[config.mk]
export PLATFORM = sky130hd
export DESIGN_NAME = rs_syndrome_calc_flat
export DESIGN_NICKNAME = d
export VERILOG_FILES = /design/src/rtl/rs_pkg.sv /design/src/rtl/rs_syndrome_calc_if.sv /design/src/rtl/gfadder.sv /design/src/rtl/lcpmult.sv /design/src/rtl/rs_syndrome_cell.sv /design/src/rtl/rs_syndrome_calc.sv /design/src/flat_wrapper.sv
export SDC_FILE = /design/constraint.sdc
export NUM_CORES = 1
export LEC_CHECK = 0
export BUFFER_PORTS_ARGS = -buffer_cell sky130_fd_sc_hd__buf_2
export CORE_ASPECT_RATIO = 1.25
export CORE_MARGIN = 10
export CORE_UTILIZATION = 50
export DETAILED_ROUTE_END_ITERATION = 7
export GPL_TIMING_DRIVEN = 0
export HOLD_SLACK_MARGIN = 0.12
export PLACE_DENSITY = 0.72
export SYNTH_ARGS = -nofsm -noshare
export SYNTH_HDL_FRONTEND = slang
export SYNTH_SLANG_ARGS = --single-unit
[constraint.sdc]
create_clock -name clock -period 2.3 [get_ports clock]
set_input_delay 0.345 -clock clock [delete_from_list [all_inputs] [get_ports clock]]
set_output_delay 0.345 -clock clock [all_outputs]
set_load 0.03 [all_outputs]
[src/rtl/rs_pkg.sv]
// Shared definitions for the RS decoder over GF(2^5), primitive polynomial x^5+x^2+1.
package rs_pkg;

   localparam int GF_M = 5;
   localparam int RS_N = 31;

   // Low terms of the primitive polynomial (x^5 = x^2 + 1).
   localparam logic [GF_M-1:0] PRIM_POLY = 5'b00101;

   // alpha^j for j = 0..30, bit k = coefficient of x^k.
   localparam logic [GF_M-1:0] ALPHA_POW [0:RS_N-1] = '{
      5'd1,  5'd2,  5'd4,  5'd8,  5'd16, 5'd5,  5'd10, 5'd20,
      5'd13, 5'd26, 5'd17, 5'd7,  5'd14, 5'd28, 5'd29, 5'd31,
      5'd27, 5'd19, 5'd3,  5'd6,  5'd12, 5'd24, 5'd21, 5'd15,
      5'd30, 5'd25, 5'd23, 5'd11, 5'd22, 5'd9,  5'd18
   };

   typedef enum logic {
      ST_IDLE = 1'b0,
      ST_RUN  = 1'b1
   } synd_state_e;

   // Width of the packed syndrome bus for a given syndrome count.
   function automatic int synd_width(input int nsyn);
      return GF_M * nsyn;
   endfunction

endpackage

[src/rtl/rs_syndrome_calc_if.sv]
// Symbol input and syndrome result bundle of the syndrome calculator.
interface rs_syndrome_calc_if #(
   parameter int NSYN = 4
);

   logic                              in_valid;
   logic                              in_sop;
   logic [rs_pkg::GF_M-1:0]           in_sym;
   logic                              busy;
   logic                              synd_valid;
   logic [rs_pkg::GF_M*NSYN-1:0]      synd;
   logic                              synd_nonzero;
   logic                              sop_err;

   modport master (
      output in_valid, in_sop, in_sym,
      input  busy, synd_valid, synd, synd_nonzero, sop_err
   );

   modport slave (
      input  in_valid, in_sop, in_sym,
      output busy, synd_valid, synd, synd_nonzero, sop_err
   );

endinterface

[src/rtl/gfadder.sv]
// GF(2^5) adder: coefficient-wise XOR.
module gfadder (
   input  logic [0:4] a,
   input  logic [0:4] b,
   output logic [0:4] s
);

   assign s = a ^ b;

endmodule

[src/rtl/lcpmult.sv]
// Combinational GF(2^5) multiplier; index k of every bus is the coefficient of x^k.
module lcpmult
   import rs_pkg::*;
(
   input  logic [0:4] a,
   input  logic [0:4] b,
   output logic [0:4] p
);

   logic [4:0] a_v;
   logic [4:0] prod;

   assign a_v = {a[4], a[3], a[2], a[1], a[0]};

   // Shift-and-add from the top coefficient of b, reducing by x^5 = x^2 + 1 each step.
   always_comb begin
      prod = '0;
      for (int i = 4; i >= 0; i--) begin
         prod = {prod[3:0], 1'b0} ^ (prod[4] ? PRIM_POLY : 5'b00000);
         if (b[i]) begin
            prod = prod ^ a_v;
         end
      end
   end

   assign p = {prod[0], prod[1], prod[2], prod[3], prod[4]};

endmodule

[src/rtl/rs_syndrome_cell.sv]
// One Horner accumulator A <= A*alpha^POW + sym; acc exposes the value being loaded
// this edge so the top level can capture a finished syndrome without a cycle of delay.
module rs_syndrome_cell
   import rs_pkg::*;
#(
   parameter int POW = 1
) (
   input  logic             clock,
   input  logic             reset,
   input  logic             en,
   input  logic             load,
   input  logic [GF_M-1:0]  sym,
   output logic [GF_M-1:0]  acc
);

   localparam logic [GF_M-1:0] ALPHA_K = ALPHA_POW[POW];

   logic [GF_M-1:0] acc_q;
   logic [GF_M-1:0] acc_d;
   logic [0:4]      mul_a;
   logic [0:4]      mul_b;
   logic [0:4]      mul_p;
   logic [0:4]      add_b;
   logic [0:4]      add_s;

   assign mul_a = {acc_q[0], acc_q[1], acc_q[2], acc_q[3], acc_q[4]};
   assign mul_b = {ALPHA_K[0], ALPHA_K[1], ALPHA_K[2], ALPHA_K[3], ALPHA_K[4]};
   assign add_b = {sym[0], sym[1], sym[2], sym[3], sym[4]};

   lcpmult u_mult (
      .a (mul_a),
      .b (mul_b),
      .p (mul_p)
   );

   gfadder u_add (
      .a (mul_p),
      .b (add_b),
      .s (add_s)
   );

   // Next accumulator: load starts a new codeword, en advances Horner, otherwise hold.
   always_comb begin
      acc_d = acc_q;
      if (load) begin
         acc_d = sym;
      end else if (en) begin
         acc_d = {add_s[4], add_s[3], add_s[2], add_s[1], add_s[0]};
      end
   end

   // Accumulator register.
   always_ff @(posedge clock) begin
      if (reset) begin
         acc_q <= '0;
      end else begin
         acc_q <= acc_d;
      end
   end

   assign acc = acc_d;

endmodule

[src/rtl/rs_syndrome_calc.sv]
// Syndrome calculator: NSYN Horner cells, symbol counter, busy FSM and result registers.
//
//  state   | meaning
//  --------+------------------------------------------------------------
//  ST_IDLE | no codeword open; only an sop symbol is accepted
//  ST_RUN  | codeword open, cnt symbols taken; completes when cnt hits N
module rs_syndrome_calc
   import rs_pkg::*;
#(
   parameter int N    = 31,
   parameter int NSYN = 4
) (
   input  logic               clock,
   input  logic               reset,
   rs_syndrome_calc_if.slave  sif
);

   localparam int         SW       = synd_width(NSYN);
   localparam logic [4:0] CNT_LAST = 5'(N);

   synd_state_e   state_q, state_d;
   logic [4:0]    cnt_q, cnt_d;
   logic [SW-1:0] synd_q, synd_d;
   logic          nz_q, nz_d;
   logic          synd_valid_q, synd_valid_d;
   logic          sop_err_q, sop_err_d;
   logic          sym_en;
   logic          sym_load;
   logic [SW-1:0] acc_nxt;

   for (genvar g = 0; g < NSYN; g++) begin : g_cell
      rs_syndrome_cell #(.POW(g + 1)) u_cell (
         .clock (clock),
         .reset (reset),
         .en    (sym_en),
         .load  (sym_load),
         .sym   (sif.in_sym),
         .acc   (acc_nxt[g*GF_M +: GF_M])
      );
   end

   // Next state, counter, cell enables, completion and protocol-error detection.
   always_comb begin
      state_d      = state_q;
      cnt_d        = cnt_q;
      sym_en       = 1'b0;
      sym_load     = 1'b0;
      sop_err_d    = 1'b0;
      synd_valid_d = 1'b0;
      if (sif.in_valid) begin
         if (sif.in_sop) begin
            sym_en    = 1'b1;
            sym_load  = 1'b1;
            cnt_d     = 5'd1;
            sop_err_d = (state_q == ST_RUN);
            state_d   = ST_RUN;
         end else if (state_q == ST_RUN) begin
            sym_en = 1'b1;
            cnt_d  = cnt_q + 5'd1;
         end else begin
            sop_err_d = 1'b1;
         end
         if (sym_en && (cnt_d == CNT_LAST)) begin
            synd_valid_d = 1'b1;
            state_d      = ST_IDLE;
         end
      end
      synd_d = synd_valid_d ? acc_nxt : synd_q;
      nz_d   = synd_valid_d ? (|acc_nxt) : nz_q;
   end

   // Control state and symbol counter.
   always_ff @(posedge clock) begin
      if (reset) begin
         state_q <= ST_IDLE;
         cnt_q   <= '0;
      end else begin
         state_q <= state_d;
         cnt_q   <= cnt_d;
      end
   end

   // Result registers: syndromes held until the next completion, pulses for one cycle.
   always_ff @(posedge clock) begin
      if (reset) begin
         synd_q       <= '0;
         nz_q         <= 1'b0;
         synd_valid_q <= 1'b0;
         sop_err_q    <= 1'b0;
      end else begin
         synd_q       <= synd_d;
         nz_q         <= nz_d;
         synd_valid_q <= synd_valid_d;
         sop_err_q    <= sop_err_d;
      end
   end

   assign sif.busy         = (state_q == ST_RUN);
   assign sif.synd         = synd_q;
   assign sif.synd_nonzero = nz_q;
   assign sif.synd_valid   = synd_valid_q;
   assign sif.sop_err      = sop_err_q;

endmodule
[src/flat_wrapper.sv]
// flat-port wrapper written by rule: the top's interface ports become plain ports
module rs_syndrome_calc_flat import rs_pkg::*;
#(
   parameter int N    = 31,
   parameter int NSYN = 4
)
  (clock, reset, sif_in_valid, sif_in_sop, sif_in_sym, sif_busy, sif_synd_valid, sif_synd, sif_synd_nonzero, sif_sop_err);
  rs_syndrome_calc_if #(.NSYN(NSYN)) sif_i ();
  input  logic clock;
  input  logic reset;
  input wire logic [$bits(sif_i.in_valid)-1:0] sif_in_valid;
  input wire logic [$bits(sif_i.in_sop)-1:0] sif_in_sop;
  input wire logic [$bits(sif_i.in_sym)-1:0] sif_in_sym;
  output wire logic [$bits(sif_i.busy)-1:0] sif_busy;
  output wire logic [$bits(sif_i.synd_valid)-1:0] sif_synd_valid;
  output wire logic [$bits(sif_i.synd)-1:0] sif_synd;
  output wire logic [$bits(sif_i.synd_nonzero)-1:0] sif_synd_nonzero;
  output wire logic [$bits(sif_i.sop_err)-1:0] sif_sop_err;
  assign sif_i.in_valid = sif_in_valid;
  assign sif_i.in_sop = sif_in_sop;
  assign sif_i.in_sym = sif_in_sym;
  assign sif_busy = sif_i.busy;
  assign sif_synd_valid = sif_i.synd_valid;
  assign sif_synd = sif_i.synd;
  assign sif_synd_nonzero = sif_i.synd_nonzero;
  assign sif_sop_err = sif_i.sop_err;
  rs_syndrome_calc #(.N(N), .NSYN(NSYN)) u_core (.clock(clock), .reset(reset), .sif(sif_i));
endmodule
==> key figures <==
STA
  • Worst Skew: 6.21 ps
  • Fin crit share: 96.3%
  • Fin crit period: 2210 ps
  • Hold WS: 412 ps
  • Number of setup violations in the final report: 0
  • RSZ-0062 raised after global routing: no
  • Slew HR: 60.2%
  • Max Freq: 452 MHz
  • Hold Vio Cnt, Final: 0
  • Fin Setup TNS: 0 ps
  • Least-Margin Pin Slew: 597 ps
  • Fin. max-slew vios: 0

Synth
  • Post-synthesis compound-gate area fraction: 21.1%
  • Commonest cells in the netlist: 49 x dfxtp_1, 49 x nor2_1, 29 x nor2b_1
  • Post-Synth Simple-Gate Area: 24.4%
  • Post-Synth Adder-Cell Area: 0.902%
  • Post-synth top area cell: dfxtp_1
  • Syn_area_per_cell: 8.72 um^2
  • Post-synth top area share: 35.4%
  • Main combinational cell family by area after synthesis: simple AND/OR/NAND/NOR gates
  • Flip-flop and latch count after synthesis: 49
  • Yosys warning count: 0
  • Ranking of synthesized cells by area: dfxtp_1 35%, nor2_1 6.6%, nor2b_1 6.5%
  • Post-Synth XOR/XNOR Area: 2.21%
  • Dominant synthesized flop cell: dfxtp_1
  • Ys async rst share: 0%
  • Post-synthesis net count: 329
  • Post-Syn Instances: 318
  • Yosys cell types: 55
  • Post-synth EDFFs: 0
  • Post-synthesis mux area share: 6.99%
  • Register area share after synthesis: 35.4%
  • Synthesized cell area: 2770 um^2

Global routing
  • Grt total ovfl: 0
  • Largest net degree at the start of global routing: 17
  • Tot GR Track Use: 17.3%
  • Initial antenna violation count: 0
  • First-pass GRT wire length: 12500 um
  • Number of global-route vias before repair: 2541

Place
  • RD Place Congestion: 0.921
  • PortBufs: 31
  • Final HPWL from detailed placement: 5540 um
  • Placed cells: 413

Detailed routing
  • Initial DRC count: 202
  • Routed Antenna Nets: 0
  • DRT Pass-1 Iters: 5
  • DR WL/cell: 17.6 um
  • Routed vias: 2514
  • Avg Vias per Cell: 5.89
  • DRT Wirelength: 7510 um
  • DRC errors left: 0

Die
  • Core Area: 5410 um^2
  • Die ar.: 8950 um^2
  • Io pins: 33
  • Die span in x: 86.6 um
  • Die H: 103 um
  • Rows: 30
  • Initial Util: 51.3%

Cells and area
  • Number of diodes: 0
  • Final net count: 373
  • Fillers: 515
  • Layout cells sized above 1: 26.2%
  • Area of the multi-input gates: 1600 um^2
  • Reg area: 985 um^2
  • P&R area growth vs syn: 16.6%
  • Cell Count, Final, Fillers Out: 427
  • End-of-flow core utilization: 59.8%

Power and ir drop
  • Lkg Pwr: 1.41 nW
  • Total Power: 1.88 mW
  • Max IR drop VDD: 360 uV
  • P per Cell Area: 583 nW/um^2

Setup path
  • CP startpoint kind: input port
  • Reg2Reg Depth: 9
  • Crit. End Element: register
  • Kind of critical path: in2reg
  • Critical path required time: 2500 ps
  • Crit Path Max Fanout: 10
  • Arr. time, crit path: 2420 ps

Clocking
  • H-Tree Level Count: 2
  • Maximum clock path buffer count: 2
  • Clk slew on worst S/H paths: 90 ps
  • CTS tree: done
  • Clock Tree Root: clkbuf_8
  • Clock latency on the worst-skew pair: 300 ps
  • Num CTS Buffers: 5
  • Clk sinks: 49
  • Hold buffer count at cts: 0

Hold path
  • Cell count of the worst hold path: 2
  • Min-Delay Path Class: in2reg

Job
  • MaxCap Viol Count: 0

Run status
  • Outcome: finished clean
==> flip-flops by register name (all words and copies together) (netlist names) <==
register / flops
u_core.sif.synd_valid: 1
u_core.sif.synd: 20
u_core.g_cell.u_cell.acc_q: 20
u_core.cnt_q: 5
u_core.sif.synd_nonzero: 1
u_core.sif.busy: 1
u_core.sif.sop_err: 1
==> metal layers <==
metal  track usage, %  routed length [um]
met5                0                   0
met2             28.0                3520
met4             5.99                 131
met1             21.7                3370
met3             4.47                 493
==> cells by family (layout without fill, tap and decap cells) <==
family / count (synthesis) / in the layout
AOI/OAI and AO/OA: 77 / 77
buffers and inverters: 42 / 87
DFF: 49 / 49
muxes: 19 / 19
adders and majority gates: 2 / 2
and+or+nand+nor: 122 / 122
xor gates and xnor gates: 7 / 7
==> worst max-delay path, stage by stage <==
cell,delay [ps]
buf_2,160
buf_6,130
clkbuf_8,160
inv_1,50
ha_2,190
nor2b_4,230
buf_6,160
a32oi_1,100
o221a_2,310
nor4_2,140
nand3_1,130
o31a_1,300
==> worst paths after layout <==
kind                                                  startpoint                              endpoint  slack, ps
worst max register to register      u_core.sif.busy$_SDFFE_PP0P_  u_core.sif.synd_nonzero$_SDFFE_PP0P_        130
worst max-delay path                                  sif_in_sop  u_core.sif.synd_nonzero$_SDFFE_PP0P_         90
worst min register to register  u_core.sif.synd[12]$_SDFFE_PP0P_      u_core.sif.synd[12]$_SDFFE_PP0P_        460
worst min-delay path                                       reset          u_core.cnt_q[2]$_SDFFE_PP0P_        410
==> placed cells by master (no fill, tap or decap), types with 4 or more instances in the layout <==
master / n
a21oi_1: 13
a32oi_1: 10
buf_2: 34
buf_4: 10
buf_6: 9
clkbuf_1: 7
clkbuf_8: 7
dfxtp_1: 48
inv_1: 16
mux2i_1: 16
nand2_1: 13
nand3_1: 4
nor2_1: 49
nor2b_1: 29
o21ai_0: 12
o221a_2: 6
o221ai_1: 4
xor2_1: 4
==> timing repair <==
item / in CTS / in global routing
buffers inserted: 4 / 3
endpoints found under the setup margin: 19 / 7
hold endpoints to repair: 0 / 0
pin swaps: 2 / 3
resized for setup: 7 / 10
==> where the power goes <==
group / internal, mW / switching [mW]
logic: 0.176 / 0.226
clock network: 0.250 / 0.305
registers: 0.882 / 0.0451
==> cell type report <==
type	instances	share of cell area, %
buffer	24	6.15
clock buffer	6	2.55
clock inverter	2	0.542
inverter	17	1.97
multi-input combinational	227	49.4
sequential	49	30.5
tap	64	2.48
timing repair buffer	38	6.42
==> through the flow <==
| stage | cell area (um^2) | worst slack (ps) |
|---|---|---|
| finish | 3230 | 85.5 |
| global route | 3230 | 15.9 |
| CTS | 3170 | 22.9 |
| global placement | 3010 | -601 |
| detailed placement | 3010 | -606 |
| floorplan | 2780 | 46.6 |
(Power assumes the default switching activity.)
